$ cat src/rtl/extcall_log_streamer.sv
// extcall_log_streamer: frames hypercall log requests onto an AXI4-Stream master.
// Packet = header {type, code}, level tryte, then the NUL-terminated string read
// one tryte at a time from data memory, buffered through a small output FIFO.
//
// state | meaning
// IDLE  | waiting for a request strobe
// HDR   | push header word
// LVL   | push level word (final word for an exit request)
// REQ   | issue one memory read once the FIFO has room
// WAIT  | wait for the read response, push the tryte
// TERM  | push forced zero terminator after hitting the length limit
// ABORT | push all-ones fault word
// DRAIN | wait until the last word has left the FIFO
// DONE  | completion pulse with flags
module extcall_log_streamer #(
  parameter int          P_TDATA_WIDTH = 32,
  parameter int          P_FIFO_DEPTH  = 8,
  parameter int          P_MAX_LEN     = 256,
  parameter int          P_TLAST_MODE  = 0,
  parameter logic [5:0]  P_EXIT_CODE   = 6'd0
) (
  input  logic                     clk,
  input  logic                     rst,
  input  logic                     i_enable,
  input  logic                     i_type,
  input  logic [5:0]               i_code,
  input  logic [17:0]              i_level,
  input  logic [17:0]              i_ptr,
  output logic                     o_ready,
  output logic                     o_pagefault,
  output logic                     o_exit,
  output logic                     mem_e,
  output logic [17:0]              mem_addr,
  output logic [1:0]               mem_pt,
  input  logic [17:0]              mem_rdata,
  input  logic                     mem_valid,
  input  logic                     mem_fault,
  output logic [P_TDATA_WIDTH-1:0] m_axis_tdata,
  output logic                     m_axis_tlast,
  output logic                     m_axis_tvalid,
  input  logic                     m_axis_tready
);

  localparam int AW = $clog2(P_FIFO_DEPTH);
  localparam int IW = $clog2(P_MAX_LEN + 1);
  localparam logic [AW:0]   DEPTH_C  = (AW + 1)'(P_FIFO_DEPTH);
  localparam logic [IW-1:0] LAST_IDX = IW'(P_MAX_LEN - 1);

  typedef enum logic [3:0] {
    IDLE, HDR, LVL, REQ, WAIT, TERM, ABORT, DRAIN, DONE
  } state_t;

  state_t state;

  logic        type_q;
  logic [5:0]  code_q;
  logic [17:0] level_q;
  logic [17:0] ptr_q;
  logic [IW-1:0] idx;
  logic        fault_flag;
  logic        is_exit;

  logic [P_TDATA_WIDTH-1:0] fifo_data [P_FIFO_DEPTH];
  logic                     fifo_last [P_FIFO_DEPTH];
  logic [AW-1:0]            wr_ptr, rd_ptr;
  logic [AW:0]              count;
  logic                     full, pop, can_push;

  logic                     push;
  logic [P_TDATA_WIDTH-1:0] push_data;
  logic                     push_last;

  assign is_exit  = type_q && (code_q == P_EXIT_CODE);
  assign full     = (count == DEPTH_C);
  assign pop      = m_axis_tvalid && m_axis_tready;
  // A full FIFO can still accept a word in the same cycle one leaves it.
  assign can_push = !full || pop;
  assign mem_pt   = 2'b01;

  assign m_axis_tvalid = (count != '0);
  assign m_axis_tdata  = fifo_data[rd_ptr];
  assign m_axis_tlast  = m_axis_tvalid && ((P_TLAST_MODE == 0) ? 1'b1 : fifo_last[rd_ptr]);

  // Select the word the FSM offers to the FIFO in the current state.
  always_comb begin
    push      = 1'b0;
    push_data = '0;
    push_last = 1'b0;
    case (state)
      HDR: begin
        push      = can_push;
        push_data = P_TDATA_WIDTH'({type_q, code_q});
      end
      LVL: begin
        push      = can_push;
        push_data = P_TDATA_WIDTH'(level_q);
        push_last = is_exit;
      end
      WAIT: begin
        // REQ only issues a read with room to spare, so this push always fits.
        push      = mem_valid && !mem_fault;
        push_data = P_TDATA_WIDTH'(mem_rdata);
        push_last = (mem_rdata == 18'd0);
      end
      TERM: begin
        push      = can_push;
        push_last = 1'b1;
      end
      ABORT: begin
        push      = can_push;
        push_data = '1;
        push_last = 1'b1;
      end
      default: ;
    endcase
  end

  // Output FIFO storage, pointers and occupancy.
  always_ff @(posedge clk) begin
    if (rst) begin
      wr_ptr <= '0;
      rd_ptr <= '0;
      count  <= '0;
      for (int i = 0; i < P_FIFO_DEPTH; i++) begin
        fifo_data[i] <= '0;
        fifo_last[i] <= 1'b0;
      end
    end else begin
      if (push) begin
        fifo_data[wr_ptr] <= push_data;
        fifo_last[wr_ptr] <= push_last;
        wr_ptr            <= wr_ptr + 1'b1;
      end
      if (pop) rd_ptr <= rd_ptr + 1'b1;
      case ({push, pop})
        2'b10:   count <= count + 1'b1;
        2'b01:   count <= count - 1'b1;
        default: count <= count;
      endcase
    end
  end

  // Request sequencing FSM with registered memory strobe and completion outputs.
  always_ff @(posedge clk) begin
    if (rst) begin
      state       <= IDLE;
      type_q      <= 1'b0;
      code_q      <= '0;
      level_q     <= '0;
      ptr_q       <= '0;
      idx         <= '0;
      fault_flag  <= 1'b0;
      mem_e       <= 1'b0;
      mem_addr    <= '0;
      o_ready     <= 1'b0;
      o_pagefault <= 1'b0;
      o_exit      <= 1'b0;
    end else begin
      mem_e       <= 1'b0;
      o_ready     <= 1'b0;
      o_pagefault <= 1'b0;
      o_exit      <= 1'b0;
      case (state)
        IDLE: if (i_enable) begin
          type_q     <= i_type;
          code_q     <= i_code;
          level_q    <= i_level;
          ptr_q      <= i_ptr;
          idx        <= '0;
          fault_flag <= 1'b0;
          state      <= HDR;
        end
        HDR: if (push) state <= LVL;
        LVL: if (push) state <= is_exit ? DRAIN : REQ;
        REQ: if (!full) begin
          mem_e    <= 1'b1;
          mem_addr <= ptr_q + 18'(idx);
          state    <= WAIT;
        end
        WAIT: if (mem_valid) begin
          if (mem_fault)              state <= ABORT;
          else if (mem_rdata == 18'd0) state <= DRAIN;
          else if (idx == LAST_IDX)   state <= TERM;
          else begin
            idx   <= idx + 1'b1;
            state <= REQ;
          end
        end
        TERM: if (push) state <= DRAIN;
        ABORT: if (push) begin
          fault_flag <= 1'b1;
          state      <= DRAIN;
        end
        // Complete in the cycle right after the last word is accepted.
        DRAIN: if (count == '0 || (count == (AW + 1)'(1) && pop)) begin
          o_ready     <= 1'b1;
          o_pagefault <= fault_flag;
          o_exit      <= is_exit;
          state       <= DONE;
        end
        DONE: state <= IDLE;
        default: state <= IDLE;
      endcase
    end
  end

endmodule

$ cat config.mk
export PLATFORM = sky130hd
export DESIGN_NAME = extcall_log_streamer
export DESIGN_NICKNAME = d
export VERILOG_FILES = /design/src/rtl/extcall_log_streamer.sv
export SDC_FILE = /design/constraint.sdc
export NUM_CORES = 1
export LEC_CHECK = 0
export ABC_AREA = 1
export CAP_MARGIN = 20
export CORE_AREA = 2 2 163 149
export DETAILED_ROUTE_END_ITERATION = 12
export DIE_AREA = 0 0 165 151
export PLACE_DENSITY = 0.75
export SLEW_MARGIN = 20
export SYNTH_ARGS = -nofsm -noshare
export SYNTH_HDL_FRONTEND = slang
export SYNTH_SLANG_ARGS = --single-unit
$ cat constraint.sdc
create_clock -name clk -period 2.4 [get_ports clk]
set_input_delay 0.6 -clock clk [delete_from_list [all_inputs] [get_ports clk]]
set_output_delay 0.6 -clock clk [all_outputs]
set_load 0.1 [all_outputs]
==> reports/metrics.sh <==
CTS_TREE='built'
SYN2LAYOUT_AREA_GROWTH_PCT=33.3
HOLD_CRIT_PATH_TYPE='reg2reg'
START_UTIL=0.506
POWER_SWITCHING_mW=9.84
POWER_FRAC_SEQ=0.260
SYNTH_COMMON_CELLS='370 x sky130_fd_sc_hd__nor2_1, 152 x sky130_fd_sc_hd__edfxtp_1, 132 x sky130_fd_sc_hd__o21ai_0, 128 x sky130_fd_sc_hd__nand2_1, 117 x sky130_fd_sc_hd__inv_1'
CP.REQUIRED_PS=1800
INSERTEDDIODECOUNT=0
DIE_W_UM=165
P_PER_AREA_nW_PER_UM2=1380
GRT_FIRST_PASS_WIRELENGTH_MM=51.2
TOP_LEVEL_PORTS=125
DRT.ANTENNA.VIOLATING_NETS=0
CTS_HOLD_BUF=0
TOTAL_POWER_mW=21.5
RSZ0062_AT_GRT='true'
SYN_INST=1370
DRCVIOLATIONCOUNT=0
SLEW_OF_THE_PIN_WITH_THE_LOWEST_SLEW_MARGIN_PS=531
MULTIPLEXER_AREA_FRACTION_AFTER_SYNTHESIS=0
DRT-TOTAL-WL_MM=33.4
SYNTH.DISTINCT_CELLS=39
GRT_OVERFLOW=0
POWER.CLOCK.FRACTION=0.181
SETUP.WORST_PATH.END_CLASS='output pin'
FINALHOLDVIOLCOUNT=0
WORST_SKEW_PAIR.LATE_LATENCY_PS=540
P_INT_mW=11.7
DRIVE_GT1_FRAC=0.194
POSTSYNTHNETCOUNT=1456
TIMING.FINAL.MAX_SLEW_VIOLATIONS=0
PATH_DELAY_FAMILY='buffers and inverters'
CORE_REGION_AREA_SQ_UM=23100
PLACE.DETAILED.HPWL_MM=22.0
ENDPOINTS_FAILING_SETUP=32
SYNTH_LARGEST_AREA_CELL='sky130_fd_sc_hd__edfxtp_1'
PEAK_SUPPLY_DROP_uV=1670
ROW_COUNT=53
SYNTH_FA_HA_AREA_FRAC=0.0210
HEIGHT_OF_THE_DIE_UM=151
YOSYS.AREA.TOP_TYPE_SHARE=0.390
POST-ROUTE-PERIOD-UTIL=1.14
NUM-NETS-FINAL=1596
GRT_PASS1_VIAS=9687
VIA_PER_INST=5.52
CLOCKBUFFERDEPTH=3
CTS_BUFFERS=26
DR.PASS1.ITERS=5
CRITICAL_PATH.MAX_STAGE_DELAY_PS=440
GP_CONGESTION=0.930
VIAS=10100
CLK_TRANSITION_REPORTED_PATHS_PS=60
SYNTH_COMPOUND_GATE_AREA_SHARE=0.132
CTS-ROOT-BUF='sky130_fd_sc_hd__clkbuf_16'
PIN_COUNT_OF_THE_BIGGEST_NET_ENTERING_GLOBAL_ROUTING=45
POST-SYNTH-TOP-COUNT-CELL='sky130_fd_sc_hd__nor2_1'
YOSYS.AREA_SHARE.XOR_XNOR=0.00898
CP_CELL_INSTANCES='inv_8 > bufbuf_16 > o21ai_0 > o22ai_2 > nor2_1 > a31oi_2 > buf_12'
RUN_STATUS='complete, but fails checks'
CP_SLOWEST_CELL='sky130_fd_sc_hd__dfxtp_4'
CP_DATA_ARRIVAL_TIME_PS=2130
PLACEMENT.IO_BUFFERS=122
ROUTE.DETAILED.WL_PER_INST_UM=18.3
COMBINED_AREA_OF_ALL_SYNTHESIZED_CELLS_SQ_UM=11700
YOSYSSEQAREASHARE=0.547
SYNTH_TOP_FAMILY_BY_AREA='simple AND/OR/NAND/NOR gates'
CRITICAL_PATH_PEAK_FANOUT=5
VIOLATIONS='negative setup slack'
CRIT_PATH_START_KIND='flop'
SYNTH_TOP_FLOP_CELL='sky130_fd_sc_hd__edfxtp_1'
COUNT_OF_FLIP_FLOPS_WITH_A_BUILT_IN_ENABLE_AFTER_SYNTHESIS=152
FMAX_MHz=367
CTS_HTREE_LEVELS=1
GRT_ANTENNA_BEFORE_REPAIR=0
SYNTH.TOP_CELLS.BY_AREA='sky130_fd_sc_hd__edfxtp_1 39%, sky130_fd_sc_hd__dfxtp_1 16%, sky130_fd_sc_hd__nor2_1 12%, sky130_fd_sc_hd__o21ai_0 5.6%, sky130_fd_sc_hd__nand2_1 4.1%'
TNS_PS=-8150
AVGSYNTHCELLAREA_SQ_UM=8.54
CRIT_PATH_BUF_INV_COUNT=3
CLOCK_SINK_COUNT=244
MIN_PERIOD_PS=2730
CLOCK-SKEW-FINAL_PS=10.2
MAXSLEWHEADROOM=0.645
SYNTH_SIMPLE_GATE_AREA_SHARE=0.209
TRACK_USAGE=0.264
STARTING_DRT_DRC_COUNT=979
SETUP_WS_PS=-328
LEAKAGEPOWER_nW=6.10
CRITICALPATHCATEGORY='reg2out'
MAX-CAP-VIOLATIONS=0
YS_ASYNC_SR_FRACTION=0
SYNTH_WARNINGS=0
COMBINATIONALPOWERSHARE=0.560
WORST_REG2REG_SETUP_SLACK_PS=190
POSTSYNTHREGISTERBITS=244
DIE_AREA_SQ_UM=24900
SWITCHING_SHARE=0.458
logic make-up after synthesis:
family / count (synthesis)
simple gates: 600
xor+xnor: 12
buf+inv: 211
flops: 244
other cells: 2
fa+ha+maj: 19
compound gates: 282
final timing paths:
path,start,endpoint,cells after the start
setup / recovery,flop,m_axis_tdata[12],7
hold / removal,fault_flag,o_pagefault,2
setup reg to reg,count[1],count[2],13
hold reg to reg,fault_flag,o_pagefault,2
area by class of cell:
| class | instances | area (sq um) |
|---|---|---|
| clock inverter | 11 | 108 |
| fill | 1745 | 7540 |
| timing repair buffer | 201 | 2580 |
| sequential | 244 | 6410 |
| inverter | 122 | 472 |
| clock buffer | 33 | 698 |
| multi-input combinational | 915 | 4950 |
| tap | 302 | 378 |
worst min-delay path: stages, from the launching register on:
cell and delay (ps):
sky130_fd_sc_hd__dfxtp_1 310, sky130_fd_sc_hd__inv_1 50, sky130_fd_sc_hd__nor2_1 40
through the flow:
| stage | setup slack, ps | hold slack [ps] | cell area (sq um) | cells | util |
|---|---|---|---|---|---|
| 2_1_floorplan | -335 | 409 | 12000 | 1370 | - |
| 3_3_place_gp | -42.3 | 428 | 13900 | 1762 | 0.599 |
| 3_5_place_dp | -61.7 | 431 | 13900 | 1762 | 0.599 |
| 4_1_cts | -270 | 447 | 15400 | 1826 | 0.664 |
| 5_1_grt | -379 | 467 | 15600 | 1828 | 0.674 |
| 6_report | -328 | 447 | 15600 | 1828 | 0.674 |
layout by cell type, fill, tap and decap left out, types with 7 or more instances in the layout:
cell,netlist,final
sky130_fd_sc_hd__buf_4,16,67
sky130_fd_sc_hd__dfxtp_1,92,89
sky130_fd_sc_hd__o21ai_1,1,34
sky130_fd_sc_hd__nor2_4,1,10
sky130_fd_sc_hd__xor2_1,11,11
sky130_fd_sc_hd__a31oi_2,0,14
sky130_fd_sc_hd__o21ai_0,132,79
sky130_fd_sc_hd__buf_12,0,52
sky130_fd_sc_hd__o22ai_4,0,7
sky130_fd_sc_hd__clkdlybuf4s50_1,0,65
sky130_fd_sc_hd__nand3_1,69,69
sky130_fd_sc_hd__ha_1,18,15
sky130_fd_sc_hd__clkbuf_16,0,30
sky130_fd_sc_hd__nand2_2,8,8
sky130_fd_sc_hd__o22ai_2,0,12
sky130_fd_sc_hd__nor2_2,4,25
sky130_fd_sc_hd__edfxtp_1,152,152
sky130_fd_sc_hd__inv_1,117,112
sky130_fd_sc_hd__o21ai_2,1,17
sky130_fd_sc_hd__nor2_1,370,340
sky130_fd_sc_hd__inv_2,5,7
sky130_fd_sc_hd__nand2_1,128,128
sky130_fd_sc_hd__a21oi_1,86,86
metal layers:
layer	part of all wire	track usage
met5	0	0
met4	0.032	0.0787
met3	0.075	0.0463
met2	0.48	0.441
met1	0.41	0.355
state kept, by name, summed over array words and instances (netlist names), named ones only:
| name | count |
|---|---|
| o_exit | 1 |
| type_q | 1 |
| level_q | 18 |
| mem_e | 1 |
| state | 4 |
| code_q | 6 |
| count | 4 |
| fifo_data | 152 |
| wr_ptr | 3 |
| o_pagefault | 1 |
| mem_addr | 18 |
| idx | 9 |
| o_ready | 1 |
| rd_ptr | 3 |
| ptr_q | 18 |
| fault_flag | 1 |
what timing repair did:
| item | CTS | global route |
|---|---|---|
| gates cloned | 10 | 2 |
| pin swaps | 36 | 41 |
| gates resized for setup | 103 | 74 |
| setup buffers | 10 | 2 |
| setup endpoints to repair | 34 | 45 |
power groups by stage:
stage	clock network, mW	registers [mW]	logic [mW]
finish	3.88	5.58	12.0
global route	4.06	5.65	12.7
CTS	3.90	5.56	11.6
detailed placement	0	5.60	10.6
global placement	0	5.58	10.4
floorplan	0	5.92	6.89
Note: power is estimated with default switching activity, not from simulation.
